<file path="src/rtl/mem_pkg.sv">
// Shared types and defaults for the memory access front end.
// Covers the controller state encoding and a request record that benches can reuse.
package mem_pkg;

  localparam int DEFAULT_ADDR_WIDTH = 3;
  localparam int DEFAULT_DATA_WIDTH = 8;

  typedef enum logic [2:0] {
    IDLE,
    RD_ISSUE,
    RD_CAPT,
    RSP,
    CLEAR
  } state_t;

  typedef struct packed {
    logic                          write;
    logic [DEFAULT_ADDR_WIDTH-1:0] addr;
    logic [DEFAULT_DATA_WIDTH-1:0] wdata;
  } mem_req_t;

endpackage

</file>
<file path="src/rtl/mem_access_ctrl.sv">
// Request-side front end for a single-port synchronous memory with a 1-cycle registered read.
// Turns a valid/ready request stream into memory strobes, returns read data, and runs a clear sequence.
module mem_access_ctrl
  import mem_pkg::*;
#(
  parameter int                    ADDR_WIDTH = DEFAULT_ADDR_WIDTH,
  parameter int                    DATA_WIDTH = DEFAULT_DATA_WIDTH,
  parameter logic [DATA_WIDTH-1:0] INIT_VALUE = '1
) (
  input  logic                  clk,
  input  logic                  reset,
  input  logic                  req_valid,
  output logic                  req_ready,
  input  logic                  req_write,
  input  logic [ADDR_WIDTH-1:0] req_addr,
  input  logic [DATA_WIDTH-1:0] req_wdata,
  output logic                  rsp_valid,
  input  logic                  rsp_ready,
  output logic [DATA_WIDTH-1:0] rsp_rdata,
  input  logic                  clear_start,
  output logic                  clear_busy,
  output logic [ADDR_WIDTH-1:0] mem_addr,
  output logic                  mem_wr_en,
  output logic                  mem_rd_en,
  output logic [DATA_WIDTH-1:0] mem_wdata,
  input  logic [DATA_WIDTH-1:0] mem_rdata
);

  localparam logic [ADDR_WIDTH-1:0] LAST_ADDR = '1;

  state_t                state, state_n;
  logic [ADDR_WIDTH-1:0] clr_cnt, clr_cnt_n;
  logic [ADDR_WIDTH-1:0] mem_addr_n;
  logic                  mem_wr_en_n, mem_rd_en_n;
  logic [DATA_WIDTH-1:0] mem_wdata_n, rsp_rdata_n;
  logic                  rsp_valid_n, clear_busy_n;

  // A pending clear pulse blocks acceptance so the clear wins over a same-cycle request.
  assign req_ready = (state == IDLE) && !clear_start;

  always_ff @(posedge clk or posedge reset) begin
    if (reset) begin
      state      <= IDLE;
      clr_cnt    <= '0;
      mem_addr   <= '0;
      mem_wr_en  <= 1'b0;
      mem_rd_en  <= 1'b0;
      mem_wdata  <= '0;
      rsp_valid  <= 1'b0;
      rsp_rdata  <= '0;
      clear_busy <= 1'b0;
    end else begin
      state      <= state_n;
      clr_cnt    <= clr_cnt_n;
      mem_addr   <= mem_addr_n;
      mem_wr_en  <= mem_wr_en_n;
      mem_rd_en  <= mem_rd_en_n;
      mem_wdata  <= mem_wdata_n;
      rsp_valid  <= rsp_valid_n;
      rsp_rdata  <= rsp_rdata_n;
      clear_busy <= clear_busy_n;
    end
  end

  // Strobes default low each cycle; address, data and response hold unless a state updates them.
  always_comb begin
    state_n      = state;
    clr_cnt_n    = clr_cnt;
    mem_addr_n   = mem_addr;
    mem_wr_en_n  = 1'b0;
    mem_rd_en_n  = 1'b0;
    mem_wdata_n  = mem_wdata;
    rsp_valid_n  = rsp_valid;
    rsp_rdata_n  = rsp_rdata;
    clear_busy_n = 1'b0;

    case (state)
      IDLE: begin
        if (clear_start) begin
          state_n      = CLEAR;
          clr_cnt_n    = '0;
          mem_addr_n   = '0;
          mem_wr_en_n  = 1'b1;
          mem_wdata_n  = INIT_VALUE;
          clear_busy_n = 1'b1;
        end else if (req_valid) begin
          mem_addr_n = req_addr;
          if (req_write) begin
            mem_wr_en_n = 1'b1;
            mem_wdata_n = req_wdata;
          end else begin
            mem_rd_en_n = 1'b1;
            state_n     = RD_ISSUE;
          end
        end
      end

      RD_ISSUE: state_n = RD_CAPT;

      // Memory output is valid this cycle, one cycle after the read strobe.
      RD_CAPT: begin
        rsp_rdata_n = mem_rdata;
        rsp_valid_n = 1'b1;
        state_n     = RSP;
      end

      RSP: begin
        if (rsp_valid && rsp_ready) begin
          rsp_valid_n = 1'b0;
          state_n     = IDLE;
        end
      end

      // Stop on the last address itself so the counter's wrap never matters.
      CLEAR: begin
        if (clr_cnt == LAST_ADDR) begin
          state_n = IDLE;
        end else begin
          clr_cnt_n    = clr_cnt + 1'b1;
          mem_addr_n   = clr_cnt + 1'b1;
          mem_wr_en_n  = 1'b1;
          mem_wdata_n  = INIT_VALUE;
          clear_busy_n = 1'b1;
        end
      end

      default: begin
        state_n     = IDLE;
        rsp_valid_n = 1'b0;
      end
    endcase
  end

endmodule

</file>
<file path="config.mk">
export PLATFORM = sky130hd
export DESIGN_NAME = mem_access_ctrl
export DESIGN_NICKNAME = d
export VERILOG_FILES = /design/src/rtl/mem_pkg.sv /design/src/rtl/mem_access_ctrl.sv
export SDC_FILE = /design/constraint.sdc
export NUM_CORES = 1
export LEC_CHECK = 0
export CORE_AREA = 5 5 81 83
export CTS_CLUSTER_DIAMETER = 150
export DETAILED_ROUTE_END_ITERATION = 6
export DIE_AREA = 0 0 86 88
export PLACE_DENSITY_LB_ADDON = 0.05
export SETUP_SLACK_MARGIN = 0.15
export SLEW_MARGIN = 20
export SYNTH_ARGS = -nofsm -noshare
export SYNTH_HDL_FRONTEND = slang
export SYNTH_SLANG_ARGS = --single-unit
</file>
<file path="constraint.sdc">
create_clock -name clk -period 2.5 [get_ports clk]
set_clock_uncertainty 0.1 [all_clocks]
set_input_delay 0.5 -clock clk [delete_from_list [all_inputs] [get_ports clk]]
set_output_delay 0.5 -clock clk [all_outputs]
set_load 0.02 [all_outputs]
</file>
==> key figures, run 1 <==
Outcome
  • Status: complete, no violations

Timing
  • Final setup vio count: 0
  • Worst slew pin tran: 0.669 ns
  • Final-report hold violation count: 0
  • Headroom to the max-slew limit: 55.3%
  • Fin crit share: 91.1%
  • Pins Over Slew Limit: 0
  • Tmin final: 2.28 ns
  • Setup slack after layout: 0.224 ns
  • RSZ-0062 raised after global routing: false
  • Highest clock rate: 0.439 GHz

Critical path
  • CP max FO: 2
  • Required time of the worst setup path: 1.90 ns
  • CP Capture Type: output pin
  • CP startpoint kind: input pin
  • Type of the worst setup path: input pin to output pin
  • Worst R2R Path Depth: 5
  • Worst EP arrival: 1.68 ns

CTS
  • Clock sinks: 29
  • Num CTS Buffers: 5
  • Clock latency on the worst-skew pair: 0.27 ns
  • CTS tree: yes
  • Clk buf depth: 2
  • CTS H-Tree Depth: 2
  • CTS clk-pin slew, worst paths: 0.06 ns
  • Root buf cell: clkbuf_8

Global routing
  • Initial antenna violation count: 0
  • Congestion Overflow GR: 0
  • Vias in the first global route: 1102
  • First-pass GRT wire length: 5.30 mm
  • Global Route Usage Sum: 9.16%
  • Largest net degree at the start of global routing: 30

Floorplan
  • Site Rows: 28
  • Die height: 88 µm
  • Io pins: 49
  • Area of the core: 5780 µm²
  • Full die area: 7570 µm²
  • Initial Util: 22.8%
  • Die width: 86 µm

Power and ir drop
  • Clock share of power: 18.0%
  • Flop pwr share: 33.6%
  • LEAKAGE: 0.805 nW
  • PD cells: 1170 nW/µm²
  • Design Power: 2.35 mW
  • Sw Ratio: 35.0%
  • Logic gate share of total power: 48.5%
  • Power Internal: 1.53 mW
  • P_sw: 0.823 mW
  • Maximum VDD drop: 0.409 mV

Detailed routing
  • Number of remaining DRC errors: 0
  • DRT antenna net count: 0
  • Routed WL: 3.24 mm
  • Avg Vias per Cell: 4.39
  • Via count: 1046
  • Drt pass-1 iters: 4
  • Routed WL per cell: 13.6 µm
  • DRT iter0 DRCs: 15

Final layout
  • Fraction of layout cells with a size suffix above 1: 20.2%
  • Commonest non-fill, non-tap cells in the layout: clkdlybuf4s50_1 (47), dfrtp_1 (29), mux2_2 (16)
  • Commonest non-fill, non-tap cell in the layout: clkdlybuf4s50_1
  • Register area: 726 µm²
  • Final nets: 189
  • Diode count: 0
  • Layout area overhead: 52.4%
  • Fillcell total: 572
  • Area of the multi-input gates: 557 µm²
  • Post-Layout Cell Count: 238
  • Layout Utilization: 34.8%
  • Final non-filler cell area: 2010 µm²

Synthesis
  • Sequential fraction of the synthesis area: 55.0%
  • Yosys Warn Count: 0
  • Yosys cell types: 27
  • Count of state elements after synthesis: 29
  • Area of the mapped netlist: 1320 µm²
  • Syn_nets: 133
  • Mapped Cells: 106
  • Synthesized area per cell: 12.4 µm²

Placement
  • IO Port Bufs: 48
  • DP Worst Slack: -0.0664 ns
  • # placed instances: 230
  • HPWL Detailed: 2.40 mm
  • Placed Area: 1910 µm²
  • Final Wtd Congestion: 0.694

Min path
  • HP Class: flip-flop to flip-flop
  • Worst Hold Depth: 1

Job
  • Maxcap violations: 0
-- cells by family (layout without fill, tap and decap cells) --
| group | Yosys count | after routing | share of synthesized area, % |
|---|---|---|---|
| and+or+nand+nor | 32 | 32 | 14.6 |
| AOI/OAI and AO/OA | 19 | 19 | 11.3 |
| buffers and inverters | 7 | 64 | 2.75 |
| DFF | 29 | 29 | 55.0 |
| muxes | 17 | 17 | 14.4 |
| adders and majority gates | 2 | 2 | 1.90 |
-- flip-flops by register name, summed over array words and instances, names as in the netlist --
register,flops
mem_wdata,8
rsp_rdata,8
clr_cnt,3
mem_addr,3
state,3
clear_busy,1
mem_rd_en,1
mem_wr_en,1
rsp_valid,1
-- per-stage QoR --
stage / setup TNS [ns] / hold WS [ns]
2_1_floorplan: 0 / 0.382
3_3_place_gp: -0.0326 / 0.389
3_5_place_dp: -0.0664 / 0.395
4_1_cts: 0 / 0.411
5_1_grt: 0 / 0.427
6_report: 0 / 0.406
-- synth_stat cells (all sizes together) --
cell,number,area (µm²)
o2bb2ai,3,26.3
nand3,2,10.0
clkbuf,2,7.51
nor2,7,26.3
a21oi,7,46.3
mux2i,1,10.0
nor3b,2,26.3
mux2,16,180
and3b,1,8.76
nand2,3,11.3
buf,3,21.3
dfrtp,29,726
or3,8,50.1
nor3,3,15.0
nor4,2,12.5
o21a,2,15.0
ha,2,25.0
a211o,1,17.5
a22oi,1,7.51
o21ai,2,10.0
inv,2,7.51
nand2b,1,6.26
nor4b,3,26.3
a2bb2oi,3,26.3
-- timing repair --
action | 4_1_cts | 5_1_grt
setup buffers | 0 | 0
hold buffers | 0 | 0
gates resized for setup | 1 | 0
endpoints found under the setup margin | 1 | 0
-- area by class of cell --
class                      instances  share of cell area [%]
clock inverter                     1                   0.249
inverter                           2                   0.374
tap                               75                    4.67
multi-input combinational         70                    27.7
timing repair buffer              54                    26.1
sequential                        29                    36.1
clock buffer                       7                    4.79
-- worst max-delay path, cell delays in order --
cell and delay (ns):
clkdlybuf4s50_1 0.45, nor4_1 0.23, buf_4 0.17, dlygate4sd2_1 0.33
-- path summary, 6_finish.rpt --
kind / from / end / slack, ns
worst min register to register: rsp_rdata[4]$_DFFE_PP0N_ / rsp_rdata[4]$_DFFE_PP0N_ / 0.41
worst min-delay path: rsp_rdata[4]$_DFFE_PP0N_ / rsp_rdata[4]$_DFFE_PP0N_ / 0.41
worst max-delay path: clear_start / req_ready / 0.22
min in group asynchronous: reset / mem_wr_en$_DFF_PP0_ / 0.50
worst max register to register: clr_cnt[0]$_DFFE_PP0P_ / mem_wdata[1]$_DFFE_PP0P_ / 0.28
max in group asynchronous: reset / mem_addr[2]$_DFFE_PP0P_ / 1.51
-- per-layer routing --
layer	global-route usage (%)	vias up	routed length [µm]
li1	-	500	-
met1	10.6	511	1400
met2	15.1	31	1580
met3	3.67	4	220
met4	3.88	0	48
met5	0	-	0
-- power by group through the flow --
stage	combinational, mW	sequential [mW]	clock (mW)
after floorplan	0.440	1.01	0
after global placement	1.15	0.793	0
after detailed placement	1.16	0.802	0
after CTS	1.16	0.795	0.445
after global routing	1.22	0.826	0.465
final	1.14	0.789	0.422
No activity file was read; power rests on OpenSTA's default activity.
==> run 2: changes to the inputs <==
--- a/config.mk
+++ b/config.mk
@@ -10,6 +10,7 @@
 export DETAILED_ROUTE_END_ITERATION = 6
 export DIE_AREA = 0 0 86 88
 export PLACE_DENSITY_LB_ADDON = 0.05
+export REMOVE_ABC_BUFFERS = 1
 export SETUP_SLACK_MARGIN = 0.15
 export SLEW_MARGIN = 20
 export SYNTH_ARGS = -nofsm -noshare
==> key figures, run 2 (synthesized netlist as in run 1, its figures left out) <==
Outcome
  • Status: complete, no violations (unchanged)

Critical path
  • Worst EP arrival: 2.30 ns (was 1.68 ns)
  • CP max FO: 10 (was 2)
  • Type of the worst setup path: flip-flop to flip-flop (was input pin to output pin)
  • Required time of the worst setup path: 2.56 ns (was 1.90 ns)
  • CP startpoint kind: flip-flop (was input pin)
  • CP Capture Type: flip-flop (was output pin)

Final layout
  • Final nets: 189 (unchanged)
  • Diode count: 0 (unchanged)
  • Commonest non-fill, non-tap cell in the layout: clkdlybuf4s50_1 (unchanged)
  • Fillcell total: 577 (was 572)
  • Layout Utilization: 34.6% (was 34.8%)
  • Layout area overhead: 51.7% (was 52.4%)
  • Fraction of layout cells with a size suffix above 1: 19.8% (was 20.2%)
  • Top flop regs: mem_wdata: 8 flops, rsp_rdata: 8 flops (unchanged)
  • Commonest non-fill, non-tap cells in the layout: clkdlybuf4s50_1 (47), dfrtp_1 (29), mux2_2 (16) (unchanged)

Floorplan
  • Die height: 88 µm (unchanged)
  • Full die area: 7570 µm² (unchanged)
  • Area of the core: 5780 µm² (unchanged)
  • Initial Util: 22.8% (unchanged)
  • Site Rows: 28 (unchanged)
  • Io pins: 49 (unchanged)
  • Die width: 86 µm (unchanged)

Detailed routing
  • DRT antenna net count: 0 (unchanged)
  • Drt pass-1 iters: 4 (unchanged)
  • Via count: 1009 (was 1046)
  • Routed WL per cell: 14.1 µm (was 13.6 µm)
  • DRT iter0 DRCs: 51 (was 15)
  • Avg Vias per Cell: 4.26 (was 4.39)
  • Routed WL: 3.35 mm (was 3.24 mm)
  • Number of remaining DRC errors: 0 (unchanged)

Power and ir drop
  • Clock share of power: 16.5% (was 18.0%)
  • Flop pwr share: 34.3% (was 33.6%)
  • Sw Ratio: 35.4% (was 35.0%)
  • Logic gate share of total power: 49.2% (was 48.5%)
  • Maximum VDD drop: 0.446 mV (was 0.409 mV)
  • Design Power: 2.32 mW (was 2.35 mW)
  • Power Internal: 1.50 mW (was 1.53 mW)
  • PD cells: 1160 nW/µm² (was 1170 nW/µm²)
  • LEAKAGE: 0.795 nW (was 0.805 nW)
  • P_sw: 0.823 mW (about the same)

CTS
  • Clock sinks: 29 (unchanged)
  • Hold buffers post-CTS: 0 (unchanged)
  • Setup Fix Bufs, Post-CTS: 0 (unchanged)
  • CTS clk-pin slew, worst paths: 0.06 ns (about the same)
  • Root buf cell: clkbuf_8 (unchanged)
  • Post-CTS resize count: 2 (was 1)
  • Clock latency on the worst-skew pair: 0.27 ns (about the same)
  • CTS tree: yes (unchanged)
  • Num CTS Buffers: 5 (unchanged)
  • Clk buf depth: 2 (unchanged)
  • CTS H-Tree Depth: 2 (unchanged)

Timing
  • Final-report hold violation count: 0 (unchanged)
  • Fin Hold WS: 0.406 ns (about the same)
  • Final setup vio count: 0 (unchanged)
  • Worst slew pin tran: 0.737 ns (was 0.669 ns)
  • Setup slack after layout: 0.260 ns (was 0.224 ns)
  • Fin crit share: 89.6% (was 91.1%)
  • Setup TNS: 0 ns (unchanged)
  • Highest clock rate: 0.446 GHz (was 0.439 GHz)
  • Pins Over Slew Limit: 0 (unchanged)
  • Tmin final: 2.24 ns (was 2.28 ns)
  • RSZ-0062 raised after global routing: false (unchanged)
  • Headroom to the max-slew limit: 50.8% (was 55.3%)

Global routing
  • First-pass GRT wire length: 5.59 mm (was 5.30 mm)
  • Global Route Usage Sum: 9.55% (was 9.16%)
  • Congestion Overflow GR: 0 (unchanged)
  • Largest net degree at the start of global routing: 30 (unchanged)
  • Initial antenna violation count: 0 (unchanged)
  • Vias in the first global route: 1144 (was 1102)

Min path
  • HP Class: flip-flop to flip-flop (unchanged)

Placement
  • DP Worst Slack: -0.0645 ns (was -0.0664 ns)
  • Final Wtd Congestion: 0.724 (was 0.694)
  • HPWL Detailed: 2.42 mm (was 2.40 mm)
  • IO Port Bufs: 48 (unchanged)

Job
  • Maxcap violations: 0 (unchanged)
run 2: final cells by class:
class                      count  area, µm²  area share [%]
sequential                    29        726            36.3
timing repair buffer          54        524            26.2
clock buffer                   7       86.3            4.32
multi-input combinational     70        563            28.1
tap                           75       93.8            4.69
inverter                       2       7.51           0.375
run 2: stage by stage:
stage	cells	instance area [µm²]
2_1_floorplan	101	1290
3_3_place_gp	230	1910
3_5_place_dp	230	1910
4_1_cts	237	2000
5_1_grt	237	2000
6_report	237	2000
run 2: power by group through the flow:
stage	clock, mW	sequential (mW)	combinational (mW)
6_report	0.382	0.798	1.14
5_1_grt	0.423	0.831	1.23
4_1_cts	0.402	0.801	1.16
3_5_place_dp	0	0.803	1.16
3_3_place_gp	0	0.798	1.15
2_1_floorplan	0	1.04	0.391
run 2: critical path: stages (launching register included):
cell,delay (ns)
dfrtp_1,0.42
ha_1,0.22
ha_1,0.30
a211o_4,0.41
a21oi_4,0.30
mux2_2,0.38
run 2: final timing paths:
path / depth (start not counted) / slack, ns / to / startpoint
hold reg to reg: 1 / 0.41 / rsp_rdata[2]$_DFFE_PP0N_ / rsp_rdata[2]$_DFFE_PP0N_
max in group asynchronous: 3 / 1.52 / mem_addr[2]$_DFFE_PP0P_ / reset
min in group asynchronous: 3 / 0.50 / rsp_rdata[3]$_DFFE_PP0N_ / reset
hold / removal: 1 / 0.41 / rsp_rdata[2]$_DFFE_PP0N_ / rsp_rdata[2]$_DFFE_PP0N_
setup reg to reg: 5 / 0.26 / mem_wdata[0]$_DFFE_PP0P_ / clr_cnt[0]$_DFFE_PP0P_
setup / recovery: 5 / 0.26 / mem_wdata[0]$_DFFE_PP0P_ / clr_cnt[0]$_DFFE_PP0P_
run 2: layer usage:
layer,GRT usage [%],vias up,wire length [µm]
met4,3.45,0,46
met5,0,-,0
met1,11.0,473,1460
met2,15.9,33,1580
met3,3.95,6,263
li1,-,497,-
==> run 3: changes to the inputs <==
--- a/config.mk
+++ b/config.mk
@@ -5,10 +5,11 @@
 export SDC_FILE = /design/constraint.sdc
 export NUM_CORES = 1
 export LEC_CHECK = 0
-export CORE_AREA = 5 5 81 83
-export CTS_CLUSTER_DIAMETER = 150
+export ABC_AREA = 1
+export CORE_AREA = 5 5 82 84
 export DETAILED_ROUTE_END_ITERATION = 6
-export DIE_AREA = 0 0 86 88
+export DIE_AREA = 0 0 87 89
+export MAX_ROUTING_LAYER = met4
 export PLACE_DENSITY_LB_ADDON = 0.05
 export REMOVE_ABC_BUFFERS = 1
 export SETUP_SLACK_MARGIN = 0.15
==> key figures, run 3 <==
Detailed routing
  • DRT iter0 DRCs: 42 (was 51)
  • Routed WL per cell: 12.3 µm (was 14.1 µm)
  • Number of remaining DRC errors: 0 (unchanged)
  • Avg Vias per Cell: 4.19 (was 4.26)
  • DRT antenna net count: 0 (unchanged)
  • Via count: 1210 (was 1009)
  • Routed WL: 3.56 mm (was 3.35 mm)
  • Drt pass-1 iters: 4 (unchanged)

Final layout
  • Layout area overhead: 48.4% (was 51.7%)
  • Final non-filler cell area: 2060 µm² (was 2000 µm²)
  • Layout Utilization: 35.1% (was 34.6%)
  • Area of the multi-input gates: 582 µm² (was 563 µm²)
  • Diode count: 0 (unchanged)
  • Commonest non-fill, non-tap cell in the layout: nand2_1 (was clkdlybuf4s50_1)
  • Commonest non-fill, non-tap cells in the layout: nand2_1 (55), clkdlybuf4s50_1 (47), dfrtp_1 (29) (was clkdlybuf4s50_1 (47), dfrtp_1 (29), mux2_2 (16))
  • Fraction of layout cells with a size suffix above 1: 10.3% (was 19.8%)
  • Top flop regs: mem_wdata: 8 flops, rsp_rdata: 8 flops (unchanged)
  • Final nets: 240 (was 189)
  • Fillcell total: 590 (was 577)
  • Post-Layout Cell Count: 289 (was 237)
  • Register area: 726 µm² (unchanged)

Global routing
  • Busiest layer in global routing: met2 (unchanged)
  • Met2 Usage GRT: 15.9% (about the same)
  • Congestion Overflow GR: 0 (unchanged)
  • Initial antenna violation count: 0 (unchanged)
  • Global Route Usage Sum: 10.3% (was 9.55%)
  • First-pass GRT wire length: 5.89 mm (was 5.59 mm)
  • Largest net degree at the start of global routing: 18 (was 30)
  • Met3 usage: 3.78% (was 3.95%)
  • Vias in the first global route: 1225 (was 1144)
  • GR met1 Demand/Resource: 12.3% (was 11.0%)

Critical path
  • Type of the worst setup path: flip-flop to output pin (was flip-flop to flip-flop)
  • Required time of the worst setup path: 1.90 ns (was 2.56 ns)
  • CP Capture Type: output pin (was flip-flop)
  • Reg-to-reg setup timing slack: 0.86 ns (was 0.26 ns)
  • Worst EP arrival: 1.46 ns (was 2.30 ns)
  • CP max FO: 6 (was 10)
  • CP startpoint kind: flip-flop (unchanged)

Power and ir drop
  • Sw Ratio: 44.4% (was 35.4%)
  • Flop pwr share: 29.4% (was 34.3%)
  • Clock share of power: 14.8% (was 16.5%)
  • Logic gate share of total power: 55.8% (was 49.2%)
  • PD cells: 1400 nW/µm² (was 1160 nW/µm²)
  • LEAKAGE: 0.958 nW (was 0.795 nW)
  • Maximum VDD drop: 0.372 mV (was 0.446 mV)
  • P_sw: 1.28 mW (was 0.823 mW)
  • Power Internal: 1.60 mW (was 1.50 mW)

Floorplan
  • Die height: 89 µm (was 88 µm)
  • Site Rows: 28 (unchanged)
  • Die width: 87 µm (was 86 µm)
  • Full die area: 7740 µm² (was 7570 µm²)
  • Area of the core: 5850 µm² (was 5780 µm²)
  • Initial Util: 23.7% (was 22.8%)
  • Io pins: 49 (unchanged)

Min path
  • HP Class: flip-flop to flip-flop (unchanged)

Placement
  • # placed instances: 281 (was 230)
  • HPWL Detailed: 2.73 mm (was 2.42 mm)
  • IO Port Bufs: 48 (unchanged)
  • Placed Area: 1960 µm² (was 1910 µm²)
  • Final Wtd Congestion: 0.777 (was 0.724)

Synthesis
  • EDFF count, synth: 0 (unchanged)
  • Synth area leaders: dfrtp_1 (52%), nand2_1 (15%), nand3_1 (6.5%), o21ai_0 (4.3%), inv_1 (3.3%) (was dfrtp_1 (55%), mux2_2 (14%), or3_1 (3.8%), a21oi_1 (2.3%), nor2_1 (2.0%))
  • Async SR Flop Fraction: 100% (unchanged)
  • Yosys cell types: 21 (was 27)
  • Largest family of logic cells by synthesized area: simple AND/OR/NAND/NOR gates (unchanged)
  • Cell taking the most area after synthesis: dfrtp_1 (unchanged)
  • Yosys Warn Count: 0 (unchanged)
  • Synthesized area per cell: 8.77 µm² (was 12.4 µm²)
  • Post-synthesis mux area share: 0% (was 14.4%)
  • Ys flop type: dfrtp_1 (unchanged)
  • Synth Area in Simple Gates: 32.2% (was 14.6%)
  • Complex-gate fraction of the synthesized area: 7.95% (was 11.3%)
  • Sequential fraction of the synthesis area: 52.4% (was 55.0%)
  • Area share of the largest cell type after synthesis: 52.4% (was 55.0%)
  • Top-count cell post-synth: nand2_1 (was dfrtp_1)
  • Mapped Cells: 158 (was 106)
  • Adder-Cell Fraction of Synth Area: 1.81% (was 1.90%)
  • XOR/XNOR Fraction of Synth Area: 0% (unchanged)
  • Area of the mapped netlist: 1390 µm² (was 1320 µm²)
  • Post-synth top cells: nand2_1 (55), dfrtp_1 (29), nand3_1 (18), inv_1 (12), o21ai_0 (12) (was dfrtp_1 (29), mux2_2 (16), or3_1 (8), nor2_1 (7), a21oi_1 (6))
  • Count of state elements after synthesis: 29 (unchanged)

CTS
  • CTS tree: yes (unchanged)
  • Root buf cell: clkbuf_8 (unchanged)
  • Setup Fix Bufs, Post-CTS: 0 (unchanged)
  • Clock latency on the worst-skew pair: 0.27 ns (about the same)
  • Clk buf depth: 2 (unchanged)
  • Clock sinks: 29 (unchanged)
  • Num CTS Buffers: 5 (unchanged)
  • Hold buffers post-CTS: 0 (unchanged)
  • CTS clk-pin slew, worst paths: 0.06 ns (about the same)
  • CTS H-Tree Depth: 2 (unchanged)

Timing
  • Worst slew pin tran: 0.506 ns (was 0.737 ns)
  • Setup TNS: 0 ns (unchanged)
  • Final-report hold violation count: 0 (unchanged)
  • Fin Hold WS: 0.380 ns (was 0.406 ns)
  • Final setup vio count: 0 (unchanged)
  • Tmin final: 2.06 ns (was 2.24 ns)
  • RSZ-0062 raised after global routing: false (unchanged)
  • Fin crit share: 82.4% (was 89.6%)
  • Pins Over Slew Limit: 0 (unchanged)
  • Headroom to the max-slew limit: 66.2% (was 50.8%)
  • Highest clock rate: 0.485 GHz (was 0.446 GHz)

Job
  • Maxcap violations: 0 (unchanged)

Outcome
  • Status: complete, no violations (unchanged)
==> run 3: cell types whose count changed after synthesis, sizes merged, moves of 3 or more <==
cell,change
or3,-8
o2bb2ai,-3
mux2,-16
nor2,+4
inv,+12
nand2,+58
nand3,+17
nor4b,-3
a2bb2oi,-3
nor3,-3
a21oi,-5
o21ai,+15
==> run 3: cells by family after synthesis <==
logic type | count (synthesis)
AO/OA/AOI/OAI | 19
AND/OR/NAND/NOR | 91
adder cells (fa/ha/maj) | 2
buffers and inverters | 17
flip-flops | 29
==> run 3: final cells by class <==
cell class | instances | area share [%]
Multi-Input combinational cell | 112 | 28.3
Sequential cell | 29 | 35.3
Tap cell | 75 | 4.56
Timing Repair Buffer | 50 | 24.0
Clock inverter | 1 | 0.243
Inverter | 15 | 2.86
Clock buffer | 7 | 4.69
==> run 3: what timing repair did <==
action                                 CTS  global route
gates resized for setup                  1             0
setup endpoints to repair                1             0
endpoints found under the hold margin    0             0
==> run 3: worst paths after layout <==
| check | from | depth (start not counted) | to |
|---|---|---|---|
| min in group asynchronous | reset | 2 | mem_wr_en$_DFF_PP0_ |
| setup / recovery | state[0]$_DFFE_PP0P_ | 4 | req_ready |
| max in group asynchronous | reset | 3 | mem_rd_en$_DFF_PP0_ |
| hold / removal | rsp_rdata[1]$_DFFE_PP0N_ | 2 | rsp_rdata[1]$_DFFE_PP0N_ |
| hold reg to reg | rsp_rdata[1]$_DFFE_PP0N_ | 2 | rsp_rdata[1]$_DFFE_PP0N_ |
| setup reg to reg | clr_cnt[0]$_DFFE_PP0P_ | 6 | clr_cnt[0]$_DFFE_PP0P_ |
==> run 3: power groups by stage <==
| stage | Combinational, mW | Sequential, mW | Clock, mW |
|---|---|---|---|
| floorplan | 0.813 | 1.05 | 0 |
| global placement | 1.63 | 0.847 | 0 |
| detailed placement | 1.64 | 0.852 | 0 |
| CTS | 1.64 | 0.845 | 0.445 |
| global route | 1.80 | 0.882 | 0.467 |
| finish | 1.61 | 0.846 | 0.426 |
==> run 3: critical path, cell delays in order (launching register included) <==
cell and delay [ns]:
dfrtp_1 0.46, nor2_8 0.20, nand2_4 0.11, nor2_1 0.09, dlygate4sd2_1 0.33
==> run 3: metrics by stage <==
stage               setup WS [ns]  total power, mW
floorplan                   0.887             1.86
global placement            0.273             2.47
detailed placement          0.264             2.49
CTS                         0.415             2.93
global route                0.338             3.15
finish                      0.439             2.88
==> run 3: metal layers <==
layer | vias up | share of wire (%)
li1 | 618 | -
met1 | 547 | 46
met2 | 39 | 44
met3 | 6 | 8.2
met4 | 0 | 1.5
met5 | - | 0
